**src/rtl/uart_rx_param_if.sv**
```systemverilog
// Receiver-side bundle: the serial pin in, and the word handshake out to the sink.
// master = receiver, slave = word sink / line driver.
interface uart_rx_param_if #(
  parameter int DATA_BITS = 8
);
  logic                 uart_rx;
  logic [DATA_BITS-1:0] rx_data;
  logic                 rx_valid;
  logic                 rx_ready;
  logic                 parity_err;
  logic                 frame_err;
  logic                 overrun;
  logic                 busy;

  modport master (
    input  uart_rx, rx_ready,
    output rx_data, rx_valid, parity_err, frame_err, overrun, busy
  );

  modport slave (
    output uart_rx, rx_ready,
    input  rx_data, rx_valid, parity_err, frame_err, overrun, busy
  );
endinterface

```
**src/rtl/uart_rx_param.sv**
```systemverilog
// Parametrised UART receiver: 2-flop synchroniser, 3-sample majority vote around
// mid-bit, optional parity, 1/2 stop bits, valid/ready output with overrun pulse.
//
// state  | meaning
// IDLE   | waiting for a 1->0 edge on the synchronised line
// START  | start bit; a high vote means a glitch, go back to IDLE
// DATA   | shifting DATA_BITS voted bits in, LSB first
// PARITY | checking the parity bit against the received data
// STOP   | voting stop bit(s); leaves right after the last vote
module uart_rx_param #(
  parameter int CLK_DIV    = 434,
  parameter int DATA_BITS  = 8,
  parameter int PARITY_EN  = 0,
  parameter int PARITY_ODD = 0,
  parameter int STOP_BITS  = 1
) (
  input  logic            clk,
  input  logic            rst,
  uart_rx_param_if.master bus
);

  localparam int CW  = $clog2(CLK_DIV);
  localparam int MID = CLK_DIV / 2;
  localparam logic [CW-1:0] S_LO  = CW'(MID - 1);
  localparam logic [CW-1:0] S_MID = CW'(MID);
  localparam logic [CW-1:0] S_HI  = CW'(MID + 1);
  localparam logic [CW-1:0] S_END = CW'(CLK_DIV - 1);
  localparam logic [3:0]    LAST_DATA = 4'(DATA_BITS - 1);
  localparam logic [3:0]    LAST_STOP = 4'(STOP_BITS - 1);
  localparam logic          PODD = (PARITY_ODD != 0);

  typedef enum logic [2:0] {IDLE, START, DATA, PARITY, STOP} state_t;

  state_t               state_q, state_d;
  logic                 meta_q, rxs_q, rxs_prev_q;
  logic [CW-1:0]        cnt_q, cnt_d;
  logic [3:0]           bit_q, bit_d;
  logic                 s0_q, s0_d, s1_q, s1_d;
  logic [DATA_BITS-1:0] shift_q, shift_d;
  logic                 perr_q, perr_d, ferr_q, ferr_d;
  logic [DATA_BITS-1:0] data_q, data_d;
  logic                 valid_q, valid_d;
  logic                 perr_o_q, perr_o_d, ferr_o_q, ferr_o_d;
  logic                 ovr_q, ovr_d;
  logic                 vote, at_vote, wrap, done;

  assign vote    = (s0_q & s1_q) | (s0_q & rxs_q) | (s1_q & rxs_q);
  assign at_vote = (cnt_q == S_HI);
  assign wrap    = (cnt_q == S_END);

  // Synchroniser and edge-history flops idle high so reset never looks like a start edge.
  always_ff @(posedge clk or posedge rst) begin
    if (rst) begin
      meta_q     <= 1'b1;
      rxs_q      <= 1'b1;
      rxs_prev_q <= 1'b1;
    end else begin
      meta_q     <= bus.uart_rx;
      rxs_q      <= meta_q;
      rxs_prev_q <= rxs_q;
    end
  end

  // State, bit timing, shift register and output registers.
  always_ff @(posedge clk or posedge rst) begin
    if (rst) begin
      state_q  <= IDLE;
      cnt_q    <= '0;
      bit_q    <= '0;
      s0_q     <= 1'b1;
      s1_q     <= 1'b1;
      shift_q  <= '0;
      perr_q   <= 1'b0;
      ferr_q   <= 1'b0;
      data_q   <= '0;
      valid_q  <= 1'b0;
      perr_o_q <= 1'b0;
      ferr_o_q <= 1'b0;
      ovr_q    <= 1'b0;
    end else begin
      state_q  <= state_d;
      cnt_q    <= cnt_d;
      bit_q    <= bit_d;
      s0_q     <= s0_d;
      s1_q     <= s1_d;
      shift_q  <= shift_d;
      perr_q   <= perr_d;
      ferr_q   <= ferr_d;
      data_q   <= data_d;
      valid_q  <= valid_d;
      perr_o_q <= perr_o_d;
      ferr_o_q <= ferr_o_d;
      ovr_q    <= ovr_d;
    end
  end

  // Next-state: frame sequencing, voting, and word hand-off to the sink.
  always_comb begin
    state_d  = state_q;
    cnt_d    = wrap ? '0 : cnt_q + 1'b1;
    bit_d    = bit_q;
    s0_d     = (cnt_q == S_LO)  ? rxs_q : s0_q;
    s1_d     = (cnt_q == S_MID) ? rxs_q : s1_q;
    shift_d  = shift_q;
    perr_d   = perr_q;
    ferr_d   = ferr_q;
    data_d   = data_q;
    valid_d  = valid_q;
    perr_o_d = perr_o_q;
    ferr_o_d = ferr_o_q;
    ovr_d    = 1'b0;
    done     = 1'b0;

    case (state_q)
      IDLE: begin
        cnt_d = '0;
        if (rxs_prev_q && !rxs_q) begin
          state_d = START;
          bit_d   = '0;
          perr_d  = 1'b0;
          ferr_d  = 1'b0;
        end
      end
      START: begin
        if (at_vote && vote) begin
          state_d = IDLE;
        end else if (wrap) begin
          state_d = DATA;
          bit_d   = '0;
        end
      end
      DATA: begin
        if (at_vote) shift_d = {vote, shift_q[DATA_BITS-1:1]};
        if (wrap) begin
          if (bit_q == LAST_DATA) begin
            bit_d   = '0;
            state_d = (PARITY_EN != 0) ? PARITY : STOP;
          end else begin
            bit_d = bit_q + 1'b1;
          end
        end
      end
      PARITY: begin
        if (at_vote) perr_d = (^shift_q) ^ vote ^ PODD;
        if (wrap) state_d = STOP;
      end
      STOP: begin
        if (at_vote) begin
          if (!vote) ferr_d = 1'b1;
          if (bit_q == LAST_STOP) begin
            done    = 1'b1;
            state_d = IDLE;
          end else begin
            bit_d = bit_q + 1'b1;
          end
        end
      end
      default: state_d = IDLE;
    endcase

    // A frame completing while the previous word is still unaccepted is dropped.
    if (done) begin
      if (!valid_q || bus.rx_ready) begin
        data_d   = shift_q;
        perr_o_d = perr_q;
        ferr_o_d = ferr_q | ~vote;
        valid_d  = 1'b1;
      end else begin
        ovr_d = 1'b1;
      end
    end else if (valid_q && bus.rx_ready) begin
      valid_d = 1'b0;
    end
  end

  assign bus.rx_data    = data_q;
  assign bus.rx_valid   = valid_q;
  assign bus.parity_err = perr_o_q;
  assign bus.frame_err  = ferr_o_q;
  assign bus.overrun    = ovr_q;
  assign bus.busy       = (state_q != IDLE);

endmodule

```
**src/flat_wrapper.sv**
```systemverilog
// flat-port wrapper written by rule: the top's interface ports become plain ports
module uart_rx_param_flat 
#(
  parameter int CLK_DIV    = 434,
  parameter int DATA_BITS  = 8,
  parameter int PARITY_EN  = 0,
  parameter int PARITY_ODD = 0,
  parameter int STOP_BITS  = 1
)
  (clk, rst, bus_uart_rx, bus_rx_ready, bus_rx_data, bus_rx_valid, bus_parity_err, bus_frame_err, bus_overrun, bus_busy);
  uart_rx_param_if #(.DATA_BITS(DATA_BITS)) bus_i ();
  input  logic clk;
  input  logic rst;
  input wire logic [$bits(bus_i.uart_rx)-1:0] bus_uart_rx;
  input wire logic [$bits(bus_i.rx_ready)-1:0] bus_rx_ready;
  output wire logic [$bits(bus_i.rx_data)-1:0] bus_rx_data;
  output wire logic [$bits(bus_i.rx_valid)-1:0] bus_rx_valid;
  output wire logic [$bits(bus_i.parity_err)-1:0] bus_parity_err;
  output wire logic [$bits(bus_i.frame_err)-1:0] bus_frame_err;
  output wire logic [$bits(bus_i.overrun)-1:0] bus_overrun;
  output wire logic [$bits(bus_i.busy)-1:0] bus_busy;
  assign bus_i.uart_rx = bus_uart_rx;
  assign bus_i.rx_ready = bus_rx_ready;
  assign bus_rx_data = bus_i.rx_data;
  assign bus_rx_valid = bus_i.rx_valid;
  assign bus_parity_err = bus_i.parity_err;
  assign bus_frame_err = bus_i.frame_err;
  assign bus_overrun = bus_i.overrun;
  assign bus_busy = bus_i.busy;
  uart_rx_param #(.CLK_DIV(CLK_DIV), .DATA_BITS(DATA_BITS), .PARITY_EN(PARITY_EN), .PARITY_ODD(PARITY_ODD), .STOP_BITS(STOP_BITS)) u_core (.clk(clk), .rst(rst), .bus(bus_i));
endmodule
```
**config.mk**
```make
export PLATFORM = sky130hd
export DESIGN_NAME = uart_rx_param_flat
export DESIGN_NICKNAME = d
export VERILOG_FILES = /design/src/rtl/uart_rx_param_if.sv /design/src/rtl/uart_rx_param.sv /design/src/flat_wrapper.sv
export SDC_FILE = /design/constraint.sdc
export NUM_CORES = 1
export LEC_CHECK = 0
export BUFFER_PORTS_ARGS = -buffer_cell sky130_fd_sc_hd__buf_2
export CORE_UTILIZATION = 55
export CTS_CLUSTER_SIZE = 40
export DETAILED_ROUTE_END_ITERATION = 16
export GPL_TIMING_DRIVEN = 0
export PLACE_DENSITY_LB_ADDON = 0.15
export SYNTH_ARGS = -nofsm -noshare
export SYNTH_HDL_FRONTEND = slang
export SYNTH_SLANG_ARGS = --single-unit
```
**constraint.sdc**
```tcl
create_clock -name clk -period 2.3 [get_ports clk]
set_input_delay 0.23 -clock clk [delete_from_list [all_inputs] [get_ports clk]]
set_output_delay 0.23 -clock clk [all_outputs]
set_load 0.01 [all_outputs]
```
==> qor.csv, run 1 <==
stage;metric;value;unit
timing;RSZ-0062 raised after global routing;no;
cts;CTS tree;yes;
placed_design;Final Wtd Congestion;0.8120;
synth;largest cells by area after synthesis;dfrtp_1 (44%), mux2_2 (11%), dfstp_2 (6.1%), xnor2_1 (4.9%), ha_1 (3.5%);
timing;Fin Clk Skew;0.004085;ns
cells_and_area;Util after Layout;0.6425;
die;standard-cell rows;22;
die;Die Wd;64.34;um
status;outcome;complete, no violations;
critical_path;CP arrival;2.30;ns
drt;number of routed nets with antenna violations;0;
cells_and_area;share of layout cells above drive strength 1;0.2986;
synth;top-count cell post-synth;dfrtp_1;
grt;met3 Use GR;0.05357;
timing;final hold violation count;0;
drt;drt pass-1 iters;4;
synth;EDFF count, synth;0;
timing;final slew viol count;0;
synth;post-synthesis instance total;187;
cells_and_area;Antenna diodes;0;
synth;post-synth top area share;0.4450;
cts;CTS Sinks;43;
cts;clock latency at the later pin of the worst-skew pair;0.30;ns
cells_and_area;Area growth, synth to finish;10.89;%
critical_path;CP required;2.49;ns
cells_and_area;Filler Cell Count;304;
critical_path;most used cell, CP;and3_1;
critical_path;slowest CP cell;dfrtp_1;
placed_design;Buffers on Ports;16;
timing;max_slew headroom;0.4176;
synth;Synth Flop Type;dfrtp_1;
critical_path;CP peak stage delay;0.44;ns
synth;synth cell count leaders;dfrtp_1 (38), mux2_2 (20), nand2_1 (13);
synth;ys async rst share;1.000;
drt;DRC viols;0;
grt;first-pass GRT wire length;6265;um
cts;H-Tree Depth;2;
grt;GRT Total Usage;0.1998;
power_and_ir_drop;peak supply drop;0.5507;mV
critical_path;Worst Path Buf+Inv;2;
critical_path;critical-path maximum fanout;10;
cts;PostCTS Resize Cnt;0;
timing;max frequency;0.4731;GHz
cells_and_area;Nets;220;
grt;initial antenna violation count;0;
synth;total of warnings raised by yosys;0;
critical_path;CP Launch Type;flip-flop;
cts;Clock transition at path regs;0.08;ns
synth;Synth cell types;44;
die;I/O pin cnt;17;
grt;busiest grt layer;met2;
synth;post-synth top area cell;dfrtp_1;
power_and_ir_drop;pwr/cell area;670.7;mW/mm^2
grt;met2 Use GR;0.3197;
cells_and_area;Multi-input gate area;0.001005;mm^2
power_and_ir_drop;leak pwr;1.144;nW
timing;setup TNS;0;ns
drt;DRT Wirelength;3618;um
grt;GR Util met1;0.2640;
synth;Synth Register Bits;43;
placed_design;placed insts;251;
cts;Root Buffer;clkbuf_8;
die;core box area;0.003689;mm^2
grt;vias in the first global route;1371;
critical_path;CP top delay family;simple AND/OR/NAND/NOR gates;
synth;Avg Inst Size Synth;11.43;um^2
cells_and_area;sequential standard cell area;0.001082;mm^2
timing;Setup Viol. Count Final;0;
timing;final worst slack;0.1862;ns
cts;buffer count from post-CTS setup fixing;0;
synth;Cell Area, Synth;0.002137;mm^2
drt;1st-iter DRT viols;63;
die;Initial Utilization;0.5794;
flow_run;MaxCap Viol Count;0;
critical_path;Setup Crit Path Kind;reg -> reg;
drt;vias per cell;5.490;
die;Die ar.;0.004139;mm^2
cts;Hold Buf Count CTS;0;
timing;hold slack final;0.02336;ns
grt;total congestion overflow;0;
grt;pin count of the biggest net entering global routing;44;
cts;CTS Buf Count;5;
min_path;Min-Delay Path Class;in -> reg;
critical_path;worst-path cell chain;inv_1 -> ha_1 -> nor3b_1 -> and3_1 -> and3_1 -> buf_2 -> mux2_2;
placed_design;pre-CTS setup slack;0.1955;ns
drt;wire length per cell;13.97;um
cells_and_area;final std cells w/o fill;259;
timing;min cycle time layout;2.114;ns
drt;vias;1422;
critical_path;Setup crit end kind;flip-flop;
die;die extent in y;64.34;um
synth;post-synthesis sequential area ratio;0.5064;
placed_design;Post-DP HPWL;2609;um
timing;Slew @ Worst Pin;0.8723;ns
cts;clk buf depth;2;
synth;Syn Nets;197;
timing;period utilization;0.9191;
-- flip-flops by register name, indices dropped and copies added, names as in the netlist, 3 cells and up --
register,flops
u_core.cnt_q,9
u_core.bit_q,4
u_core.state_q,3
u_core.bus.rx_data,8
u_core.shift_q,8
-- power breakdown --
group	total, mW	internal (mW)	switching [mW]
combinational	0.247	0.100	0.146
clock	0.490	0.217	0.273
sequential	0.853	0.805	0.0481
total	1.59	1.12	0.467
-- area by class of cell --
type | instances | area share
Buffer | 5 | 0.01003
Timing Repair Buffer | 16 | 0.03379
Inverter | 7 | 0.01109
Clock buffer | 5 | 0.02904
Multi-Input combinational cell | 132 | 0.4240
Tap cell | 48 | 0.02534
Sequential cell | 43 | 0.4567
Clock inverter | 3 | 0.01003
-- cell families (layout without fill, tap and decap cells) --
logic type,count (synthesis),count (layout),synth area share
multiplexers,20,20,0.1054
flip-flops,43,43,0.5064
AO/OA/AOI/OAI,27,27,0.09135
adder cells (fa/ha/maj),6,6,0.03513
buffers and inverters,12,36,0.02342
AND/OR/NAND/NOR,64,64,0.1768
XOR/XNOR,15,15,0.06148
-- layout by cell type, fill, tap and decap left out, types with 2 or more instances in the layout --
master,n
a21oi_1,6
and3_1,5
buf_2,20
clkbuf_8,5
clkinvlp_4,2
dfrtp_1,38
dfstp_2,5
ha_1,6
inv_1,6
mux2_2,20
nand2_1,13
nand2b_1,5
nand3_1,5
nand3b_1,2
nand4_1,2
nor2_1,12
nor2b_1,6
nor3b_1,2
o21ai_0,7
o31ai_1,3
xnor2_1,12
xor2_1,3
-- worst register-to-register path, stage by stage, from the launching register on --
cell and delay [ns]:
dfrtp_1 0.44, inv_1 0.08, ha_1 0.13, nor3b_1 0.36
and3_1 0.23, and3_1 0.16, buf_2 0.25, mux2_2 0.37
-- path summary, 6_finish.rpt --
check / startpoint / end / slack (ns) / depth (start not counted)
min in group asynchronous: rst / u_core.bus.rx_data[2] / 0.11 / 2
max in group asynchronous: rst / u_core.bus.overrun / 1.64 / 2
hold reg to reg: u_core.meta_q / u_core.rxs_q / 0.36 / 0
hold / removal: bus_uart_rx / u_core.meta_q / 0.02 / 1
setup / recovery: u_core.bit_q[0] / u_core.bus.rx_data[1] / 0.19 / 7
setup reg to reg: u_core.bit_q[0] / u_core.bus.rx_data[1] / 0.19 / 7
-- metal layers --
layer | part of all wire | vias up
met5 | 0 | -
met4 | 0.010 | 0
met2 | 0.47 | 33
met1 | 0.48 | 679
met3 | 0.043 | 6
li1 | - | 704
-- metrics by stage --
stage	total power [mW]	cell area (um^2)
after floorplan	1.047	2137
after detailed placement	1.112	2277
after global routing	1.675	2370
after global placement	1.092	2277
after CTS	1.606	2370
final	1.589	2370
No activity file was read; power rests on OpenSTA's default activity.
==> run 2: changes to the inputs <==
--- a/config.mk
+++ b/config.mk
@@ -11,6 +11,7 @@
 export DETAILED_ROUTE_END_ITERATION = 16
 export GPL_TIMING_DRIVEN = 0
 export PLACE_DENSITY_LB_ADDON = 0.15
+export RECOVER_POWER = 25
 export SYNTH_ARGS = -nofsm -noshare
 export SYNTH_HDL_FRONTEND = slang
 export SYNTH_SLANG_ARGS = --single-unit
==> qor.csv, run 2 (same netlist as run 1, synthesis figures left out) <==
stage;metric;value;unit
status;outcome;finished, violations left;
status;violated checks;capacitance limit, slew limit;
cells_and_area;most frequent cells in the layout;dfrtp_1 (38), buf_2 (20), mux2_2 (20), nand2_1 (13);
timing;max frequency;0.4731;GHz
die;Initial Utilization;0.5794;
placed_design;Final Wtd Congestion;0.8120;
power_and_ir_drop;leak pwr;1.144;nW
min_path;hold endpoint;u_core.meta_q;
cells_and_area;Util after Layout;0.6425;
flow_run;MaxCap Viol Count;1;
cells_and_area;most common cell after layout, fill and taps aside;dfrtp_1;
grt;vias in the first global route;1371;
grt;GRT Total Usage;0.1998;
drt;vias per cell;5.483;
die;Die Wd;64.34;um
die;standard-cell rows;22;
critical_path;critical-path maximum fanout;10;
grt;initial antenna violation count;0;
critical_path;R2R setup slack;0.19;ns
drt;wire length per cell;13.98;um
timing;setup TNS;0;ns
power_and_ir_drop;Final Power;1.589;mW
cts;buffer count from post-CTS setup fixing;0;
critical_path;CP required;2.49;ns
timing;max_slew headroom;-0.04987;
drt;1st-iter DRT viols;63;
power_and_ir_drop;pwr/cell area;670.4;mW/mm^2
critical_path;r2r endpoint;u_core.bus.rx_data[1];
drt;drt pass-1 iters;4;
power_and_ir_drop;peak supply drop;0.5501;mV
cts;CTS Buf Count;5;
critical_path;R2R cell count;7;
cts;PostCTS Resize Cnt;0;
critical_path;CP arrival;2.30;ns
timing;final hold violation count;0;
timing;Setup Viol. Count Final;0;
cts;CTS tree;yes;
cells_and_area;max reg flops;9;
cells_and_area;Antenna diodes;0;
timing;min cycle time layout;2.114;ns
die;die extent in y;64.34;um
timing;period utilization;0.9190;
cells_and_area;Largest Register;u_core.cnt_q;
die;Die ar.;0.004139;mm^2
placed_design;Post-DP HPWL;2609;um
grt;first-pass GRT wire length;6265;um
cts;Hold Buf Count CTS;0;
cts;Root Buffer;clkbuf_8;
drt;DRC viols;0;
cts;Clock transition at path regs;0.08;ns
timing;Fin Clk Skew;0.004072;ns
cts;CTS Sinks;43;
cts;clk buf depth;2;
critical_path;R2R Path Start;u_core.bit_q[0];
cts;clock latency at the later pin of the worst-skew pair;0.30;ns
cells_and_area;Filler Cell Count;304;
timing;final slew viol count;44;
cts;H-Tree Depth;2;
grt;pin count of the biggest net entering global routing;44;
min_path;hold_sp;bus_uart_rx;
die;I/O pin cnt;17;
cells_and_area;Nets;220;
critical_path;Setup Crit Path Kind;reg -> reg;
cells_and_area;share of layout cells above drive strength 1;0.2891;
min_path;Min-Delay Path Class;in -> reg;
die;core box area;0.003689;mm^2
drt;vias;1420;
critical_path;Setup crit end kind;flip-flop;
placed_design;Buffers on Ports;16;
min_path;hold depth;1;
critical_path;CP Launch Type;flip-flop;
timing;RSZ-0062 raised after global routing;no;
cells_and_area;Area growth, synth to finish;10.89;%
drt;DRT Wirelength;3621;um
timing;Slew @ Worst Pin;1.573;ns
drt;number of routed nets with antenna violations;0;
grt;total congestion overflow;0;
run 2: cell counts in the layout (fill, tap and decap cells not counted):
No cell type changed its count.
run 2: cell type report:
| class | count | area (um^2) | area share |
|---|---|---|---|
| Sequential cell | 43 | 1082 | 0.4567 |
| Buffer | 5 | 23.77 | 0.01003 |
| Clock buffer | 5 | 68.82 | 0.02904 |
| Clock inverter | 3 | 23.77 | 0.01003 |
| Inverter | 7 | 26.28 | 0.01109 |
| Tap cell | 48 | 60.06 | 0.02534 |
| Timing Repair Buffer | 16 | 80.08 | 0.03379 |
| Multi-Input combinational cell | 132 | 1005 | 0.4240 |
run 2: how the worst max path moves through the flow:
stage                               start               endpoint  slack [ns]  depth (start not counted)
after detailed placement  u_core.bit_q[0]  u_core.bus.parity_err        0.20                          7
after floorplan           u_core.cnt_q[1]        u_core.bit_q[3]        0.44                          7
final                     u_core.bit_q[0]  u_core.bus.rx_data[1]        0.19                          7
after global routing      u_core.bit_q[0]  u_core.bus.parity_err        0.03                          7
after CTS                 u_core.bit_q[0]  u_core.bus.parity_err        0.17                          7
after global placement    u_core.bit_q[0]  u_core.bus.rx_data[4]        0.25                          7
run 2: through the flow:
stage	setup WS [ns]	std cells	hold WS, ns	cell area [um^2]
6_report	0.1864	259	0.02355	2370
5_1_grt	0.03384	259	0.008685	2370
4_1_cts	0.1696	259	0.01643	2370
3_5_place_dp	0.1955	251	0.3384	2277
3_3_place_gp	0.2518	251	0.3354	2277
2_1_floorplan	0.4412	187	0.2345	2137
run 2: power by group:
group | leakage [nW] | switching, mW | internal [mW] | total, mW
clock | 0.0408 | 0.272 | 0.217 | 0.489
sequential | 0.572 | 0.0480 | 0.804 | 0.853
combinational | 0.532 | 0.146 | 0.100 | 0.247
run 2: layer usage:
| layer | routed length (um) | GRT usage |
|---|---|---|
| met1 | 1764 | 0.2640 |
| met2 | 1684 | 0.3197 |
| met3 | 136 | 0.05357 |
| met4 | 36 | 0.06111 |
| met5 | 0 | 0 |
run 2: critical path: stages (launching register included):
cell and delay (ns):
dfrtp_1 0.44, inv_1 0.08, ha_1 0.13, nor3b_1 0.36
and3_1 0.23, and3_1 0.16, buf_2 0.25, mux2_2 0.37
